===== src/rtl/gate_exerciser_pkg.sv =====
// gate_exerciser_pkg: shared types and constants for the AND-gate exerciser.
// Optional feature macro used by this slice: GATE_EXERCISER_FAULT_INJECT_EN.
package gate_exerciser_pkg;

  typedef enum logic [1:0] {
    IDLE   = 2'd0,
    DRIVE  = 2'd1,
    SAMPLE = 2'd2,
    DONE   = 2'd3
  } gx_state_t;

  localparam int unsigned GX_NUM_VECTORS = 4;
  localparam int unsigned GX_IDX_W       = 2;

endpackage


===== src/rtl/gate_exerciser_if.sv =====
// gate_exerciser_if: control, result and gate-drive signals of the exerciser.
// With GATE_EXERCISER_FAULT_INJECT_EN defined the bundle carries fault_inj.
interface gate_exerciser_if
  import gate_exerciser_pkg::*;
#(
  parameter int unsigned ERR_W = 8
);

  logic                start;
  logic                dut_out;
  logic                drive_in0;
  logic                drive_in1;
  logic                busy;
  logic                done;
  logic                pass;
  logic [ERR_W-1:0]    err_count;
  logic [GX_IDX_W-1:0] first_fail_idx;
  logic                fail_seen;
`ifdef GATE_EXERCISER_FAULT_INJECT_EN
  logic                fault_inj;

  // Exerciser side
  modport master (
    input  start, dut_out, fault_inj,
    output drive_in0, drive_in1, busy, done, pass, err_count, first_fail_idx, fail_seen
  );

  // Controller / gate side
  modport slave (
    output start, dut_out, fault_inj,
    input  drive_in0, drive_in1, busy, done, pass, err_count, first_fail_idx, fail_seen
  );
`else
  // Exerciser side
  modport master (
    input  start, dut_out,
    output drive_in0, drive_in1, busy, done, pass, err_count, first_fail_idx, fail_seen
  );

  // Controller / gate side
  modport slave (
    output start, dut_out,
    input  drive_in0, drive_in1, busy, done, pass, err_count, first_fail_idx, fail_seen
  );
`endif

endinterface


===== src/rtl/gate_ref_model.sv =====
// gate_ref_model: golden function of the gate under test (2-input AND),
// with an optional inversion used for checker self-test.
module gate_ref_model (
  input  logic in0,
  input  logic in1,
  input  logic invert,
  output logic expected_c
);

  // Golden response; swap this expression to exercise other gate types
  assign expected_c = (in0 & in1) ^ invert;

endmodule


===== src/rtl/gate_exerciser.sv =====
// gate_exerciser: sweeps all 2-input vectors over a gate PASSES times,
// counts mismatches against gate_ref_model and reports the result.
// Optional feature macro: GATE_EXERCISER_FAULT_INJECT_EN (fault_inj input).
module gate_exerciser
  import gate_exerciser_pkg::*;
#(
  parameter int unsigned PASSES = 4,
  parameter int unsigned ERR_W  = 8
) (
  input logic              clk,
  input logic              rst,
  gate_exerciser_if.master gx
);

  localparam int unsigned       PC_W      = (PASSES > 1) ? $clog2(PASSES) : 1;
  localparam logic [PC_W-1:0]   PCNT_LAST = PC_W'(PASSES - 1);
  localparam logic [GX_IDX_W-1:0] IDX_LAST = GX_IDX_W'(GX_NUM_VECTORS - 1);
  localparam logic [ERR_W-1:0]  ERR_MAX   = '1;

  gx_state_t           state_q, state_n;
  logic [GX_IDX_W-1:0] idx_q, idx_n;
  logic [PC_W-1:0]     pcnt_q, pcnt_n;
  logic [ERR_W-1:0]    err_q, err_n;
  logic [GX_IDX_W-1:0] ffi_q, ffi_n;
  logic                fs_q, fs_n;
  logic                pass_q, pass_n;
  logic                busy_q, busy_n;
  logic                done_q, done_n;
  logic                drv0_q, drv0_n;
  logic                drv1_q, drv1_n;
  logic                inv_c;
  logic                expected_c;
  logic                mismatch_c;

  // Self-test inversion of the expected value on the last vector
`ifdef GATE_EXERCISER_FAULT_INJECT_EN
  assign inv_c = gx.fault_inj & (idx_q == IDX_LAST);
`else
  assign inv_c = 1'b0;
`endif

  gate_ref_model u_ref (
    .in0        (idx_q[0]),
    .in1        (idx_q[1]),
    .invert     (inv_c),
    .expected_c (expected_c)
  );

  assign mismatch_c = (gx.dut_out != expected_c);

  // Next-state and next-output computation
  always_comb begin
    state_n = state_q;
    idx_n   = idx_q;
    pcnt_n  = pcnt_q;
    err_n   = err_q;
    ffi_n   = ffi_q;
    fs_n    = fs_q;
    pass_n  = pass_q;
    unique case (state_q)
      IDLE: begin
        if (gx.start) begin
          state_n = DRIVE;
          idx_n   = '0;
          pcnt_n  = '0;
          err_n   = '0;
          ffi_n   = '0;
          fs_n    = 1'b0;
          pass_n  = 1'b0;
        end
      end
      DRIVE: state_n = SAMPLE;
      SAMPLE: begin
        if (mismatch_c) begin
          if (err_q != ERR_MAX) err_n = err_q + ERR_W'(1);
          if (!fs_q) begin
            fs_n  = 1'b1;
            ffi_n = idx_q;
          end
        end
        idx_n   = idx_q + GX_IDX_W'(1);
        state_n = DRIVE;
        if (idx_q == IDX_LAST) begin
          if (pcnt_q == PCNT_LAST) state_n = DONE;
          else pcnt_n = pcnt_q + PC_W'(1);
        end
      end
      DONE: state_n = IDLE;
      default: state_n = IDLE;
    endcase
    busy_n = (state_n == DRIVE) || (state_n == SAMPLE);
    done_n = (state_n == DONE);
    if (state_n == DONE) pass_n = (err_n == '0) && !fs_n;
    drv0_n = busy_n & idx_n[0];
    drv1_n = busy_n & idx_n[1];
  end

  // State and registered outputs, synchronous reset
  always_ff @(posedge clk) begin
    if (rst) begin
      state_q <= IDLE;
      idx_q   <= '0;
      pcnt_q  <= '0;
      err_q   <= '0;
      ffi_q   <= '0;
      fs_q    <= 1'b0;
      pass_q  <= 1'b0;
      busy_q  <= 1'b0;
      done_q  <= 1'b0;
      drv0_q  <= 1'b0;
      drv1_q  <= 1'b0;
    end else begin
      state_q <= state_n;
      idx_q   <= idx_n;
      pcnt_q  <= pcnt_n;
      err_q   <= err_n;
      ffi_q   <= ffi_n;
      fs_q    <= fs_n;
      pass_q  <= pass_n;
      busy_q  <= busy_n;
      done_q  <= done_n;
      drv0_q  <= drv0_n;
      drv1_q  <= drv1_n;
    end
  end

  assign gx.drive_in0      = drv0_q;
  assign gx.drive_in1      = drv1_q;
  assign gx.busy           = busy_q;
  assign gx.done           = done_q;
  assign gx.pass           = pass_q;
  assign gx.err_count      = err_q;
  assign gx.first_fail_idx = ffi_q;
  assign gx.fail_seen      = fs_q;

endmodule

===== src/flat_wrapper.sv =====
// flat-port wrapper written by rule: the top's interface ports become plain ports
module gate_exerciser_flat import gate_exerciser_pkg::*;
#(
  parameter int unsigned PASSES = 4,
  parameter int unsigned ERR_W  = 8
)
  (clk, rst, gx_start, gx_dut_out, gx_drive_in0, gx_drive_in1, gx_busy, gx_done, gx_pass, gx_err_count, gx_first_fail_idx, gx_fail_seen);
  gate_exerciser_if #(.ERR_W(ERR_W)) gx_i ();
  input logic clk;
  input logic rst;
  input wire logic [$bits(gx_i.start)-1:0] gx_start;
  input wire logic [$bits(gx_i.dut_out)-1:0] gx_dut_out;
  output wire logic [$bits(gx_i.drive_in0)-1:0] gx_drive_in0;
  output wire logic [$bits(gx_i.drive_in1)-1:0] gx_drive_in1;
  output wire logic [$bits(gx_i.busy)-1:0] gx_busy;
  output wire logic [$bits(gx_i.done)-1:0] gx_done;
  output wire logic [$bits(gx_i.pass)-1:0] gx_pass;
  output wire logic [$bits(gx_i.err_count)-1:0] gx_err_count;
  output wire logic [$bits(gx_i.first_fail_idx)-1:0] gx_first_fail_idx;
  output wire logic [$bits(gx_i.fail_seen)-1:0] gx_fail_seen;
  assign gx_i.start = gx_start;
  assign gx_i.dut_out = gx_dut_out;
  assign gx_drive_in0 = gx_i.drive_in0;
  assign gx_drive_in1 = gx_i.drive_in1;
  assign gx_busy = gx_i.busy;
  assign gx_done = gx_i.done;
  assign gx_pass = gx_i.pass;
  assign gx_err_count = gx_i.err_count;
  assign gx_first_fail_idx = gx_i.first_fail_idx;
  assign gx_fail_seen = gx_i.fail_seen;
  gate_exerciser #(.PASSES(PASSES), .ERR_W(ERR_W)) u_core (.clk(clk), .rst(rst), .gx(gx_i));
endmodule

===== config.mk =====
export PLATFORM = sky130hd
export DESIGN_NAME = gate_exerciser_flat
export DESIGN_NICKNAME = d
export VERILOG_FILES = /design/src/rtl/gate_exerciser_pkg.sv /design/src/rtl/gate_exerciser_if.sv /design/src/rtl/gate_ref_model.sv /design/src/rtl/gate_exerciser.sv /design/src/flat_wrapper.sv
export SDC_FILE = /design/constraint.sdc
export NUM_CORES = 1
export LEC_CHECK = 0
export ABC_AREA = 1
export ABC_CLOCK_PERIOD_IN_PS = 2700
export CORE_UTILIZATION = 55
export DETAILED_ROUTE_END_ITERATION = 16
export MAX_ROUTING_LAYER = met4
export PLACE_DENSITY = 0.9
export SYNTH_ARGS = -nofsm -noshare
export SYNTH_HDL_FRONTEND = slang
export SYNTH_HIERARCHICAL = 1
export SYNTH_SLANG_ARGS = --single-unit

===== constraint.sdc =====
create_clock -name clk -period 2.7 [get_ports clk]
set_input_delay 0.405 -clock clk [delete_from_list [all_inputs] [get_ports clk]]
set_output_delay 0.405 -clock clk [all_outputs]
set_load 0.02 [all_outputs]

* Yosys cells after proc, flatten, opt, wreduce, memory -nomap -nowiden
Cells that the tools add are included.
** Storage, ports and cells
- Register bits after elaboration :: 22
- Input bits :: 4
- Logic and storage cells :: 66
** Operators by class
- $add $sub $neg :: 3
- Eq/ne operators :: 15
- Multiplexer cells :: 23
- Bitwise logic cells :: 3
- Reductions and logical operators :: 11
** Operators by type and width (count)
- two-way mux 8 bit :: 3
- two-way mux 2 bit :: 9
- case mux 8 bit (2 select lines) :: 1
- == test 2 bit, second input constant :: 6
- case mux 2 bit (2 select lines) :: 3
- adder 8 x 1 -> 8 bit, second input constant :: 1
- zero test 8 bit :: 1
- inequality test 8 bit, second input constant :: 1
- case mux 2 bit (4 select lines) :: 1
- AND reduction 4 bit :: 2
- inequality test 2 bit, second input constant :: 3
- nonzero test 2 bit :: 3
- two-way mux 1 bit :: 5
- adder 2 x 1 -> 2 bit, second input constant :: 2
- == test 2 x 1 -> 1 bit, second input constant :: 2
- inequality test 2 x 1 -> 1 bit, second input constant :: 2
- bitwise AND 1 bit :: 3
- zero test 2 bit :: 1
- case mux 1 bit (2 select lines) :: 1
- AND reduction 2 bit :: 1
- logical AND 1 bit :: 1
- zero test 1 bit :: 1
- logical OR 1 bit :: 1
- inequality test 1 bit :: 1

* Logic depth before layout (Yosys ltp)
- Word-level depth :: 7
- Depth in mapped cells :: 17

* Hierarchy
The synthesis kept the hierarchy.
** By module, submodules not included
- gate_exerciser :: instances 1, cells an instance 169, area an instance 1161.1 µm², sequential area each 440.4 µm²
- gate_ref_model :: instances 1, cells an instance 5, area an instance 20.0 µm², sequential area each 0.0 µm²

* Worst setup path after synthesis
Ideal clock, no wire load.
- Path type :: reg-to-reg
- Start :: register u_core.err_q[0], in the netlist u_core/gx.err_count[0]
- End :: register u_core.pass_q, in the netlist u_core/gx.pass
- Setup time :: 0.112 ns
- Data arrival time :: 1.524 ns
- Required time :: 2.588 ns
- Setup slack :: 1.064 ns
- Stages on the path, launching flop included :: 15
- Buffers on the path :: 0
- Path through :: dfxtp_1 ha_1 nand2_2 nor2_2 nand2_2 nand2_2 nand2_1 nand2_1 nand2_1 nand2_1 nor2_1 nand2_1 nor2_1 nor2_1 nor2_1
** On the way
- Longest elaborated chain between the ends :: 7
- Elaborated cells between the ends (all ways) :: 9
** Ends and longest elaborated chain
- start, declared :: line gate_exerciser.sv:23 : logic [ERR_W-1:0] err_q, err_n;
- start signal, assigned :: line gate_exerciser.sv:116 : err_q <= err_n;
- adder 8 x 1 -> 8 bit / inequality test 8 bit (equally long branches) :: line gate_exerciser.sv:75 : if (err_q != ERR_MAX) err_n = err_q + ERR_W'(1);
- two-way mux 8 bit :: line gate_exerciser.sv:75
- two-way mux 8 bit :: line gate_exerciser.sv:74 : if (mismatch_c) begin
- case mux 8 bit (2 select lines) (*) :: line gate_exerciser.sv:60 : unique case (state_q)
- zero test 8 bit (*) :: line gate_exerciser.sv:93 : if (state_n == DONE) pass_n = (err_n == '0) && !fs_n;
- logical AND 1 bit (*) :: line gate_exerciser.sv:93
- two-way mux 1 bit (*) :: line gate_exerciser.sv:93
- end signal, assigned :: line gate_exerciser.sv:119 : pass_q <= pass_n;
- end, declared :: line gate_exerciser.sv:26 : logic pass_q, pass_n;
Every way passes the cells marked *; elsewhere a longest branch is shown, timed or not.
A chain may end at the register's enable or synchronous reset.

* Worst setup path after layout
- Start :: register u_core.err_q[2], in the netlist u_core/gx.err_count[2]
- End :: output port gx_err_count[2]
** RTL lines
- end, declared :: line flat_wrapper.sv:18 : output wire logic [$bits(gx_i.err_count)-1:0] gx_err_count;
No word-level cell between the ends.

==> run summary <==
Of the post-synthesis cell area, the dominant cell type holds 37.29%. The count of buffers from port buffering is 19. In the final routed layout, each cell accounts on average for 12.22 µm.

The slowest stage of the critical path belongs to the cell clkdlybuf4s50_1. The post-route standard cell area excluding fillers came out at 0.001438 mm². After legalization and detailed placement, the total HPWL measured 2138 µm. The flow ran to the end, and the final reports show no timing, DRC or antenna violations. For this run, asynchronously set or reset flops after synthesis account for 0%. Once placement finished, the instance area stood at 0.001401 mm². The tools report the worst-skew pair later-pin latency as 0.31 ns. For the maximum number of pins on one net before global-route repair, the log shows 13. The share of the core filled with cells in the final layout came out at 72.54%. The number of max-cap violations is 0, and the post-detailed-route count of antenna-violating nets is 0. The run gives 59.60% as the starting density of the core. In this run the core area contains 16 standard-cell rows. Yosys mapped a number of flops with a built-in enable equal to 0. The tools report the total of warnings raised by yosys as 6. The first global-routing pass estimated 4436 µm of wire.

For this run, the total global-route usage over all layers was measured as 25.57%. The floorplan step set the die width to 48.34 µm. The count of final setup violators was 0. The final number of max-transition violations was 0; the timing-limited maximum frequency was 541.4 MHz. The routed design uses 1373 µm of met2 wire. In the finished design, the share of the clock period the worst path needs comes to 68.42%. The post-synthesis sequential element count was 22. The most frequently used cell type in the post-synthesis netlist was nand2_1. The element type at the critical path end was an output port. Data on the critical path is required at its endpoint by 2.30 ns. The count of vias placed by the detailed router is 1168, and the setup TNS after final layout is 0 ns.

Cells with a size suffix above 1 make up 14.21% of the layout. The die covers 0.002337 mm². From synthesis to final layout, the design area changed by 21.72%.

Post-cts sizing count: 0. In this run the vertical extent of the chip is 48.34 µm. The number of nets in the finished design was 206. Grouping stages by cell kind, the critical path spends the most delay in buffers and inverters. Along the worst path, the maximum fanout reaches 6. The number of buffers and inverters on the critical path was 1; the level count of the clock H-tree was 1. For the finished layout, the period the worst path requires is 1.847 ns. The tools report the number of buffers created by CTS as 3. The clock net in this run drives a total of 22 sinks. The cell accounting for the most synthesized area is dfxtp_1. The post-synthesis area per instance came out at 6.788 µm². Worst min-delay path class: register to register. The post-CTS setup buffer count was 0. The total met3 wirelength after detailed routing is 113 µm, and the final number of hold-violating endpoints is 0. The run gives 26 as the number of distinct standard cells referenced by the synthesized netlist.

TritonCTS built the clock tree. In this run the top signal layer used is met4. In the post-synthesis netlist, the biggest area contributors are dfxtp_1, nand2_1, nor2_1.

0 antenna diodes ended up in the layout. In the synthesized netlist the dominant register cell turns out to be dfxtp_1. The run gives 174 as the count of mapped cells out of synthesis. After detailed routing, the number of vias per cell comes to 5.214.

The tools report the standby leakage power as 0.6232 nW. By startpoint and endpoint, the worst setup path is classified as register to output port. The final routed wirelength across all metal layers was 2737 µm; the number of buffers between clock root and the deepest sink was 2.

After detailed routing, the number of remaining DRC violations is 0. The sequential area share after synthesis was 37.29%. The critical path goes through clkdlybuf4s50_1.

For the floorplan core area, the log shows 0.001982 mm². For this block, wires on met1 add up to 1192 µm. By count the netlist is led by nand2_1, nor2_1, inv_1, dfxtp_1, nand3_1. The number of buffers inserted for hold repair after clock tree synthesis was 0; the via count of the first global-routing pass was 1029.

The worst setup path is launched from a register. The number of inserted filler cells in the final layout was 168; the placer's final routability congestion estimate was 0.8507. The clock transition at the registers of the reported paths is 0.12 ns, and the initial antenna violation count is 0. The synthesized netlist occupies a cell area of 0.001181 mm². The total overflow left after global routing is 0.

The run gives 1.44 ns as the endpoint arrival time on the critical path. The highest cell delay on the worst timing path is 0.65 ns, and the worst supply voltage drop on vdd is 0.0003968 V. In this run the count of I/O pins placed on the die edge is 20.

The clock arrives with 0.002622 ns of skew. For this block, the initial DRC count from the detailed router was 40. For this run, the detailed router's first-pass iteration total came to 5. The power density over the cells was 414.8 mW/mm². Setup repair after global routing left no endpoint under its margin. The tree is rooted in a clkbuf_4.
per-stage QoR:
stage / total power [W] / instances / hold WS (ns) / setup WS [ns]
2_1_floorplan: 0.0003941 / 175 / 0.4476 / 1.064
3_3_place_gp: 0.0004171 / 220 / 0.4568 / 0.6953
3_5_place_dp: 0.0004203 / 220 / 0.4639 / 0.6764
4_1_cts: 0.0005999 / 224 / 0.4844 / 0.8460
5_1_grt: 0.0006229 / 224 / 0.5201 / 0.7555
6_report: 0.0005963 / 224 / 0.4849 / 0.8528
cells by family (layout without fill, tap and decap cells):
family | count (synthesis) | count (layout) | synth area share, %
adder cells (fa/ha/maj) | 4 | 4 | 4.237
AND/OR/NAND/NOR | 102 | 102 | 39.30
AO/OA/AOI/OAI | 16 | 16 | 8.582
flip-flops | 22 | 22 | 37.29
buffers and inverters | 28 | 50 | 9.533
XOR/XNOR | 1 | 1 | 0.7417
other | 1 | 2 | 0.3175
layer usage:
metal	up-vias	GRT usage, %
met4	0	11.76
met3	7	1.887
met5	-	-
li1	591	-
met2	33	45.07
met1	537	29.59
registers in the layout (all words and copies together), names as in the netlist, 2 cells and up:
signal,flops
u_core/state_q,2
u_core/pcnt_q,2
u_core/gx.err_count,8
u_core/gx.first_fail_idx,2
u_core/idx_q,2
cell type report:
cell class / count / area, µm² / share of cell area (%)
Clock buffer: 4 / 36.28 / 2.524
Tap cell: 27 / 33.78 / 2.350
Timing Repair Buffer: 20 / 197.7 / 13.75
Sequential cell: 22 / 440.4 / 30.64
Multi-Input combinational cell: 125 / 631.9 / 43.95
Inverter: 26 / 97.59 / 6.789
worst min-delay path, stage by stage (launching register included):
cell and delay, ns:
dfxtp_1 0.34, nand2_1 0.06, a21oi_1 0.05
power by group:
part	leakage [nW]	switching, W	internal [W]
clock network	0.0210	0.0000992	0.0000825
registers	0.178	0.00000629	0.000332
logic	0.424	0.0000493	0.0000270
total	0.623	0.000155	0.000442
layout by cell type, fill, tap and decap left out, types with 2 or more instances in the layout:
master           Yosys  routed
ha_1                 4       4
a21oi_2              2       2
inv_2                3       3
o21ai_2              2       2
clkdlybuf4s50_1      0      19
nand2_1             36      36
dfxtp_1             22      22
nand4_1              2       2
a21oi_1              6       6
clkbuf_4             0       3
nand3_2              2       2
inv_1               23      23
nor2_2               6       6
nand3_1             16      16
conb_1               1       2
nand2_2              7       7
o21ai_1              2       2
nor2_1              30      30
path summary, 6_finish.rpt:
check | cells past startpoint | slack (ns) | endpoint | startpoint
max | 1 | 0.85 | gx_err_count[2] | u_core/gx.err_count[2]
min | 2 | 0.48 | u_core/gx.first_fail_idx[1] | u_core/gx.first_fail_idx[1]
max reg2reg | 16 | 0.93 | u_core/gx.pass | u_core/idx_q[0]
min reg2reg | 2 | 0.48 | u_core/gx.first_fail_idx[1] | u_core/gx.first_fail_idx[1]
Power figures use the tool's default switching activity.
